$ cat src/rtl/bp_cce_hybrid_pending_write_arb.sv
// ---------------------------------------------------------------------------
// bp_cce_hybrid_pending_write_arb
//
// Purpose:
//   Round-robin arbiter that merges pending-bit write requests from
//   num_req_p requesters into a single pending-bit write port. The selected
//   request is captured in a one-entry output register. The register can
//   reload in the same cycle its current write is accepted, so the port
//   sustains one write per cycle.
//
// Ports:
//   clk_i, reset_i                  clock, asynchronous active-high reset
//   req_v_i / req_yumi_o            per-requester valid / accept
//   req_addr_i                      packed addresses, requester k in slice k
//   req_addr_bypass_hash_i          per-requester hash bypass
//   req_up_i/req_down_i/req_clear_i per-requester operation (forwarded as-is)
//   pending_w_v_o / pending_w_yumi_i  output write valid / accept
//   pending_w_addr_o, pending_w_addr_bypass_hash_o,
//   pending_up_o, pending_down_o, pending_clear_o   held write fields
//   grant_id_o                      requester index of the held write
//   busy_o                          output register holds a write
//   wd_error_o                      sticky stall watchdog error
//
// Configuration:
//   BP_CCE_PENDING_WRITE_ARB_WATCHDOG_EN  when defined, counts consecutive
//   stalled cycles. wd_error_o latches once the count reaches wd_cycles_p.
//   When undefined, there is no counter and wd_error_o is tied to 0.
// ---------------------------------------------------------------------------
module bp_cce_hybrid_pending_write_arb #(
    parameter int paddr_width_p = 40,
    parameter int num_req_p     = 3,
    parameter int wd_cycles_p   = 1024
) (
    input  logic                               clk_i,
    input  logic                               reset_i,
    input  logic [num_req_p-1:0]               req_v_i,
    output logic [num_req_p-1:0]               req_yumi_o,
    input  logic [num_req_p*paddr_width_p-1:0] req_addr_i,
    input  logic [num_req_p-1:0]               req_addr_bypass_hash_i,
    input  logic [num_req_p-1:0]               req_up_i,
    input  logic [num_req_p-1:0]               req_down_i,
    input  logic [num_req_p-1:0]               req_clear_i,
    output logic                               pending_w_v_o,
    input  logic                               pending_w_yumi_i,
    output logic [paddr_width_p-1:0]           pending_w_addr_o,
    output logic                               pending_w_addr_bypass_hash_o,
    output logic                               pending_up_o,
    output logic                               pending_down_o,
    output logic                               pending_clear_o,
    output logic [$clog2(num_req_p)-1:0]       grant_id_o,
    output logic                               busy_o,
    output logic                               wd_error_o
);

    localparam int id_width_lp = $clog2(num_req_p);
    localparam logic [id_width_lp-1:0] last_reset_lp = id_width_lp'(num_req_p - 1);

    typedef enum logic {e_empty, e_full} state_e;

    state_e                   state_q, state_d;
    logic [id_width_lp-1:0]   last_q, last_d;
    logic [paddr_width_p-1:0] addr_q, addr_d;
    logic                     bypass_q, bypass_d;
    logic                     up_q, up_d;
    logic                     down_q, down_d;
    logic                     clear_q, clear_d;
    logic [id_width_lp-1:0]   id_q, id_d;

    logic                     load;
    logic                     win_v;
    logic [id_width_lp-1:0]   win_id;
    logic [id_width_lp-1:0]   cand_id;
    int                       cand;
    logic [num_req_p-1:0]     yumi;

    // Unpack the address bus so the winner can be selected by index.
    logic [paddr_width_p-1:0] addr_a [num_req_p];
    for (genvar k = 0; k < num_req_p; k++) begin : g_unpack
        assign addr_a[k] = req_addr_i[k*paddr_width_p +: paddr_width_p];
    end

    // The register can accept a new write when it is empty or when its
    // current write is being taken this cycle. Reset suppresses any grant.
    assign load = ((state_q == e_empty) | pending_w_yumi_i) & ~reset_i;

    // Round-robin search. It starts one past the last winner and wraps,
    // so the last winner is checked last. This lets a lone requester win
    // every cycle.
    always_comb begin
        win_v   = 1'b0;
        win_id  = '0;
        cand    = 0;
        cand_id = '0;
        for (int i = 1; i <= num_req_p; i++) begin
            cand    = (int'(last_q) + i) % num_req_p;
            cand_id = id_width_lp'(cand);
            if (!win_v && req_v_i[cand_id]) begin
                win_v  = 1'b1;
                win_id = cand_id;
            end
        end
    end

    always_comb begin
        yumi = '0;
        if (load && win_v) begin
            yumi[win_id] = 1'b1;
        end
    end

    assign req_yumi_o = yumi;

    // Next-state and output-register capture
    always_comb begin
        state_d  = state_q;
        last_d   = last_q;
        addr_d   = addr_q;
        bypass_d = bypass_q;
        up_d     = up_q;
        down_d   = down_q;
        clear_d  = clear_q;
        id_d     = id_q;
        if (load) begin
            if (win_v) begin
                state_d  = e_full;
                last_d   = win_id;
                addr_d   = addr_a[win_id];
                bypass_d = req_addr_bypass_hash_i[win_id];
                up_d     = req_up_i[win_id];
                down_d   = req_down_i[win_id];
                clear_d  = req_clear_i[win_id];
                id_d     = win_id;
            end else begin
                state_d  = e_empty;
            end
        end
    end

    always_ff @(posedge clk_i or posedge reset_i) begin
        if (reset_i) begin
            state_q  <= e_empty;
            last_q   <= last_reset_lp;
            addr_q   <= '0;
            bypass_q <= 1'b0;
            up_q     <= 1'b0;
            down_q   <= 1'b0;
            clear_q  <= 1'b0;
            id_q     <= '0;
        end else begin
            state_q  <= state_d;
            last_q   <= last_d;
            addr_q   <= addr_d;
            bypass_q <= bypass_d;
            up_q     <= up_d;
            down_q   <= down_d;
            clear_q  <= clear_d;
            id_q     <= id_d;
        end
    end

    assign pending_w_v_o                = (state_q == e_full);
    assign busy_o                       = (state_q == e_full);
    assign pending_w_addr_o             = addr_q;
    assign pending_w_addr_bypass_hash_o = bypass_q;
    assign pending_up_o                 = up_q;
    assign pending_down_o               = down_q;
    assign pending_clear_o              = clear_q;
    assign grant_id_o                   = id_q;

`ifdef BP_CCE_PENDING_WRITE_ARB_WATCHDOG_EN
    localparam int wd_width_lp = $clog2(wd_cycles_p + 1);
    localparam logic [wd_width_lp-1:0] wd_max_lp = wd_width_lp'(wd_cycles_p);

    logic [wd_width_lp-1:0] wd_cnt_q, wd_cnt_d;
    logic                   wd_err_q, wd_err_d;

    // Count consecutive stalled cycles. The count saturates so it cannot
    // wrap back below the threshold.
    always_comb begin
        wd_cnt_d = wd_cnt_q;
        if ((state_q == e_empty) || pending_w_yumi_i) begin
            wd_cnt_d = '0;
        end else if (wd_cnt_q != wd_max_lp) begin
            wd_cnt_d = wd_cnt_q + 1'b1;
        end
        wd_err_d = wd_err_q | (wd_cnt_d == wd_max_lp);
    end

    always_ff @(posedge clk_i or posedge reset_i) begin
        if (reset_i) begin
            wd_cnt_q <= '0;
            wd_err_q <= 1'b0;
        end else begin
            wd_cnt_q <= wd_cnt_d;
            wd_err_q <= wd_err_d;
        end
    end

    assign wd_error_o = wd_err_q;
`else
    assign wd_error_o = 1'b0;
`endif

`ifndef SYNTHESIS
    // An accepted request must carry at most one of up/down/clear.
    always @(posedge clk_i) begin
        if (load && win_v) begin
            assert ($countones({req_up_i[win_id], req_down_i[win_id],
                                req_clear_i[win_id]}) <= 1);
        end
    end
`endif

endmodule

$ cat config.mk
export PLATFORM = sky130hd
export DESIGN_NAME = bp_cce_hybrid_pending_write_arb
export DESIGN_NICKNAME = d
export VERILOG_FILES = /design/src/rtl/bp_cce_hybrid_pending_write_arb.sv
export SDC_FILE = /design/constraint.sdc
export NUM_CORES = 1
export LEC_CHECK = 0
export BUFFER_PORTS_ARGS = -buffer_cell sky130_fd_sc_hd__buf_4
export CORE_MARGIN = 2
export CORE_UTILIZATION = 40
export CTS_BUF_LIST = sky130_fd_sc_hd__clkbuf_4 sky130_fd_sc_hd__clkbuf_8 sky130_fd_sc_hd__clkbuf_16
export CTS_CLUSTER_SIZE = 40
export DETAILED_ROUTE_END_ITERATION = 8
export PLACE_DENSITY = 0.8
export SLEW_MARGIN = 10
export SYNTH_ARGS = -nofsm -noshare
export SYNTH_HDL_FRONTEND = slang
export SYNTH_SLANG_ARGS = --single-unit
$ cat constraint.sdc
create_clock -name clk_i -period 2.15 [get_ports clk_i]
set_input_delay 0.1075 -clock clk_i [delete_from_list [all_inputs] [get_ports clk_i]]
set_output_delay 0.1075 -clock clk_i [all_outputs]
set_load 0.01 [all_outputs]
# Word-level counts from Yosys, hierarchy flattened
# Cells that the tools add are included.
# op_classes
div_mod_pow	3
add_sub_neg	3
bitwise	5
reduce_logical	7
n_mux	27
magnitude_cmp	6
# ops
operator	count
$mod 32x3->32 const B	3
$bmux 40 s2	1
$mux 40	2
$bmux 1 s2	7
$lt 2x3->1 const B	4
$mux 1	12
$add 2x2->3 const B	2
$mux 2	3
$logic_and 1x1->1	4
$add 2x1->3 const B	1
$ge 3x3->1 const B	1
$mux 3	1
$not 2->3	1
$demux 1 s2	1
$ge 2x1->1 const B	1
$logic_not 1->1	2
$not 1->1	2
$reduce_and 2->1	1
$and 1x1->1	1
$or 1x1->1	1
# word_totals
ff_bits	49
word_cells	59

# Logic depth before layout (Yosys ltp)
# logic_depth
depth_word	16
depth_mapped	10

# Worst setup path before layout
# Ideal clock, no wire load.
# synth_timing
path_kind	register -> register
from	reg last_q[1]
to	reg addr_q[10], in the netlist pending_w_addr_o[10]
setup_slack_ps	-136
arrival_time_ps	2158
setup_time_ps	127
path_stages_with_launch	9
path_cell_list	dfstp_2 -> ha_1 -> mux2i_1 -> o22ai_4 -> or3_1 -> buf_2 -> buf_2 -> a32oi_1 -> o211ai_2
# synth_via
elab_chain_len	15
word_cells_on_any_way	27
classes_between	3 x add/sub; 3 x div; 15 x mux; 1 x bitwise; 5 x reduce/logical
# synth_rtl
item	line	rtl
from (decl)	61	logic [id_width_lp-1:0] last_q, last_d;
from (signal assigned)	142	last_q <= last_reset_lp;
from (signal assigned)	151	last_q <= last_d;
$add 2x1->3	95	cand = (int'(last_q) + i) % num_req_p;
$mod 32x3->32	95	
$bmux 1 s2	97	if (!win_v && req_v_i[cand_id]) begin
$mux 1 (implied by the code)	97	
$mux 1	97	
$logic_not 1->1	97	
$logic_and 1x1->1	97	
$mux 1	97	
$logic_not 1->1	97	
$logic_and 1x1->1	97	
$mux 2	97	
$not 2->3 (implied by the code)	127	addr_d = addr_a[win_id];
$bmux 40 s2	127	
$mux 40 (implied by the code) (2 in series)	127	
to (signal assigned)	152	addr_q <= addr_d;
to (decl)	62	logic [paddr_width_p-1:0] addr_q, addr_d;
# Parallel ways exist; a longest one is shown, timed or not. The select of a mux whose other input is x is not followed.
# A chain may end at the register's enable or synchronous reset.

# Worst setup path in the final report
# layout_timing
from	reg last_q[1]
to	out req_yumi_o[1]
# layout_via
elab_chain_len	16
word_cells_on_any_way	29
classes_between	3 x add/sub; 3 x div; 2 x order compare; 15 x mux; 6 x reduce/logical
# layout_rtl
item	line	rtl
$add 2x1->3	95	
$mod 32x3->32	95	
$bmux 1 s2	97	
$mux 1 (implied by the code)	97	
$mux 1	97	
$logic_not 1->1	97	
$logic_and 1x1->1	97	
$mux 1	97	
$logic_not 1->1	97	
$logic_and 1x1->1	97	
$mux 2	97	
$lt 2x3->1 (implied by the code) or $ge 2x1->1 (tied branches)	107	yumi[win_id] = 1'b1;
$logic_and 1x1->1 (implied by the code)	107	
$mux 1 (implied by the code)	107	
$demux 1 s2	107	
$mux 3 (*)	106	if (load && win_v) begin
to (decl)	37	output logic [num_req_p-1:0] req_yumi_o,
# Every way passes the cells marked *; elsewhere a longest branch is shown, timed or not. The select of a mux whose other input is x is not followed.

==> flow_metrics.env <==
export IMPL_status="finished, violations left"
export IMPL_violations="setup timing"
export IMPL_setup_viol=50
export IMPL_dieArea_sq_um=8930
export IMPL_antenna_cells=0
export IMPL_min_from="req_addr_i[91]"
export IMPL_r2r_setup_slack_ns=-0.27
export IMPL_viasPerCell=5.81
export IMPL_gr_total_overflow=0
export IMPL_nets=715
export IMPL_track_usage_pct=28.8
export IMPL_fin_skew_ns=0.00544
export IMPL_cp_data_required_time_ns=2.04
export IMPL_worstMarginPinSlew_ns=0.521
export IMPL_syn_to_final_growth_pct=83.5
export IMPL_synth_compound_area_share_pct=29.4
export IMPL_finalMaxSlewViolations=0
export IMPL_firstDrtPassIters=5
export IMPL_ys_ff_latch=48
export IMPL_seq_area_frac_synth_pct=36.7
export IMPL_drtAntennaViolNets=0
export IMPL_drcViolationCount=0
export IMPL_die_w_um=94.5
export IMPL_synthMuxAreaShare_pct=1.57
export IMPL_netlist_area_sq_um=3270
export IMPL_r2r_end="pending_w_addr_o[19]"
export IMPL_hp_class="in -> reg"
export IMPL_port_buffers=188
export IMPL_wirelength_um=13200
export IMPL_yosysMostFrequentCell="nand2_1"
export IMPL_ir_drop_v=0.00101
export IMPL_hold_viol_final=0
export IMPL_grt_pass1_wl_um=20000
export IMPL_met1_usage_pct=33.5
export IMPL_syn_avg_cell_area_sq_um=9.10
export IMPL_setup_slack_ns=-0.304
export IMPL_grt_max_degree=33
export IMPL_use_met2_pct=52.1
export IMPL_cts_tree="yes"
export IMPL_cts_max_level=2
export IMPL_synth_xor_area_share_pct=0
export IMPL_synth_flop_cell="dfrtp_1"
export IMPL_async_reset_ff_share_pct=100
export IMPL_synth_enable_flop_cells=0
export IMPL_cts_root_buf="clkbuf_8"
export IMPL_arrival_ns=2.35
export IMPL_min_period_over_period_pct=114
export IMPL_hold_depth=3
export IMPL_yosysWarnings=0
export IMPL_gp_congestion=0.906
export IMPL_initial_core_util_pct=41.7
export IMPL_critPathKind="reg -> out"
export IMPL_end_kind="output pin"
export IMPL_worstPathMaxFanout=6
export IMPL_synth_top_cells_by_count="nand2_1, dfrtp_1, and2_1, a32oi_1, nand3_1"
export IMPL_utilization_pct=76.5
export IMPL_synth_distinct_cells=38
export IMPL_synth_top_family_by_area="compound AO/OA/AOI/OAI gates"
export IMPL_cts_sinks=48
export IMPL_num_rows=32
export IMPL_yosys_top_cells_area="dfrtp_1, a32oi_1, and2_1"
export IMPL_syn_num_nets=502
export IMPL_worstSkewPairLatency_ns=0.31
export IMPL_syn_inst=360
export IMPL_clk_pin_slew_worst_paths_ns=0.10
export IMPL_synth_top_area_share_pct=35.9
export IMPL_core_sq_um=7850
export IMPL_dp_hpwl_um=8290
export IMPL_ioPinCount=190
export IMPL_reg2regPathDepth=10
export IMPL_r2r_start="last_q[1]"
export IMPL_drt_iter0_markers=184
export IMPL_top_usage_layer="met2"
export IMPL_antenna_found_initial=0
export IMPL_clock_tree_buffer_depth=2
export IMPL_synth_top_area_cell="dfrtp_1"
export IMPL_maxCapViolCount=0
export IMPL_start_kind="flop"
export IMPL_cts_buffers=5
export IMPL_maxSlewHeadroom_pct=65.2
export IMPL_use_met3_pct=5.59
export IMPL_powerDensity_nw_per_um2=1670
export IMPL_fmax_ghz=0.408
export IMPL_first_global_vias=4071
export IMPL_finalPower_mw=10.0
export IMPL_leakagePower_nw=2.66
export IMPL_vias=3925
export IMPL_synth_simple_gate_area_share_pct=23.3
export IMPL_rsz0062_at_grt="true"
export IMPL_hold_end="pending_w_addr_o[11]"
export IMPL_min_period_ns=2.45
export IMPL_wire_per_inst_um=19.6
export IMPL_fp_dieH_um=94.5
export IMPL_drive_gt1_share_pct=61.5
export IMPL_synthAdderAreaFrac_pct=1.53
area by class of cell:
cell class	count	area [sq um]
multi-input combinational	265	2260
inverter	4	15.0
fill	525	1840
tap	102	128
clock inverter	2	35.0
clock buffer	6	76.3
timing repair buffer	249	2290
sequential	48	1200
kinds of logic (layout without fill, tap and decap cells):
family                   Yosys count  count (layout)
buffers and inverters             47             261
adder cells (fa/ha/maj)            4               4
AO/OA/AOI/OAI                    104             104
multiplexers                       5               5
other                              1               1
flip-flops                        48              48
AND/OR/NAND/NOR                  151             151
worst max path at each step:
stage          startpoint              endpoint  depth (start not counted)
4_1_cts         last_q[1]         req_yumi_o[1]                          8
2_1_floorplan   last_q[1]  pending_w_addr_o[10]                          8
5_1_grt         last_q[1]         req_yumi_o[1]                          9
6_report        last_q[1]         req_yumi_o[1]                          8
3_3_place_gp    last_q[1]  pending_w_addr_o[17]                          7
3_5_place_dp    last_q[1]   pending_w_addr_o[5]                          7
sequential cells by signal, summed over array words and instances (netlist names):
name and count:
busy_o 1, pending_w_addr_bypass_hash_o 1, pending_w_addr_o 40, last_q 2
pending_clear_o 1, grant_id_o 1, pending_up_o 1, pending_down_o 1
through the flow:
| step | area, sq um | cells | hold WS (ns) | TNS [ns] | setup WS [ns] |
|---|---|---|---|---|---|
| 5_1_grt | 6010 | 676 | 0.0250 | -14.13 | -0.398 |
| 6_report | 6010 | 676 | 0.0248 | -10.44 | -0.304 |
| 2_1_floorplan | 3320 | 360 | 0.246 | -3.30 | -0.0887 |
| 3_5_place_dp | 4990 | 639 | 0.215 | -7.62 | -0.193 |
| 3_3_place_gp | 4990 | 639 | 0.190 | -3.84 | -0.105 |
| 4_1_cts | 5860 | 670 | 0.0178 | -7.09 | -0.289 |
cells in the final DEF, fill, tap and decap left out, types with 5 or more instances in the layout:
cell      Yosys  routed
a32oi_2       0      13
nand3_2       0      36
o211ai_2     21      20
buf_12        0      15
buf_4         3     213
dfrtp_1      47      47
a32oi_1      44      31
buf_6         1       8
buf_16        0       7
o211ai_1     25      25
nand2_1      49      47
nand3_1      44       8
and2_1       45      44
clkbuf_8      0       5
routing by layer:
layer | vias to the layer above | routed length [um]
met3 | 41 | 1000
met2 | 220 | 6660
met1 | 1888 | 5100
met4 | 0 | 459
met5 | - | 0
li1 | 1776 | -
critical path, cell delays in order, from the launching register on:
cell and delay (ns):
dfstp_2 0.58, ha_4 0.17, mux2i_4 0.25, o22ai_4 0.14
o41ai_4 0.39, or2_4 0.22, buf_6 0.11, a21oi_2 0.03
buf_4 0.15
report_power, final:
group	internal [mW]	leakage (nW)	total [mW]	switching [mW]
Clock	0.359	0.0586	0.688	0.329
Sequential	1.35	0.598	1.63	0.274
Combinational	3.82	2.01	7.70	3.89
Total	5.53	2.66	10.0	4.49
timing repair:
action	in CTS	in global routing
setup endpoints to repair	51	51
setup buffers	14	5
cloned	8	1
hold endpoints to repair	22	0
pin swaps	43	10
hold buffers	1	0
resized for setup	84	15
Note: power is estimated with default switching activity, not from simulation.
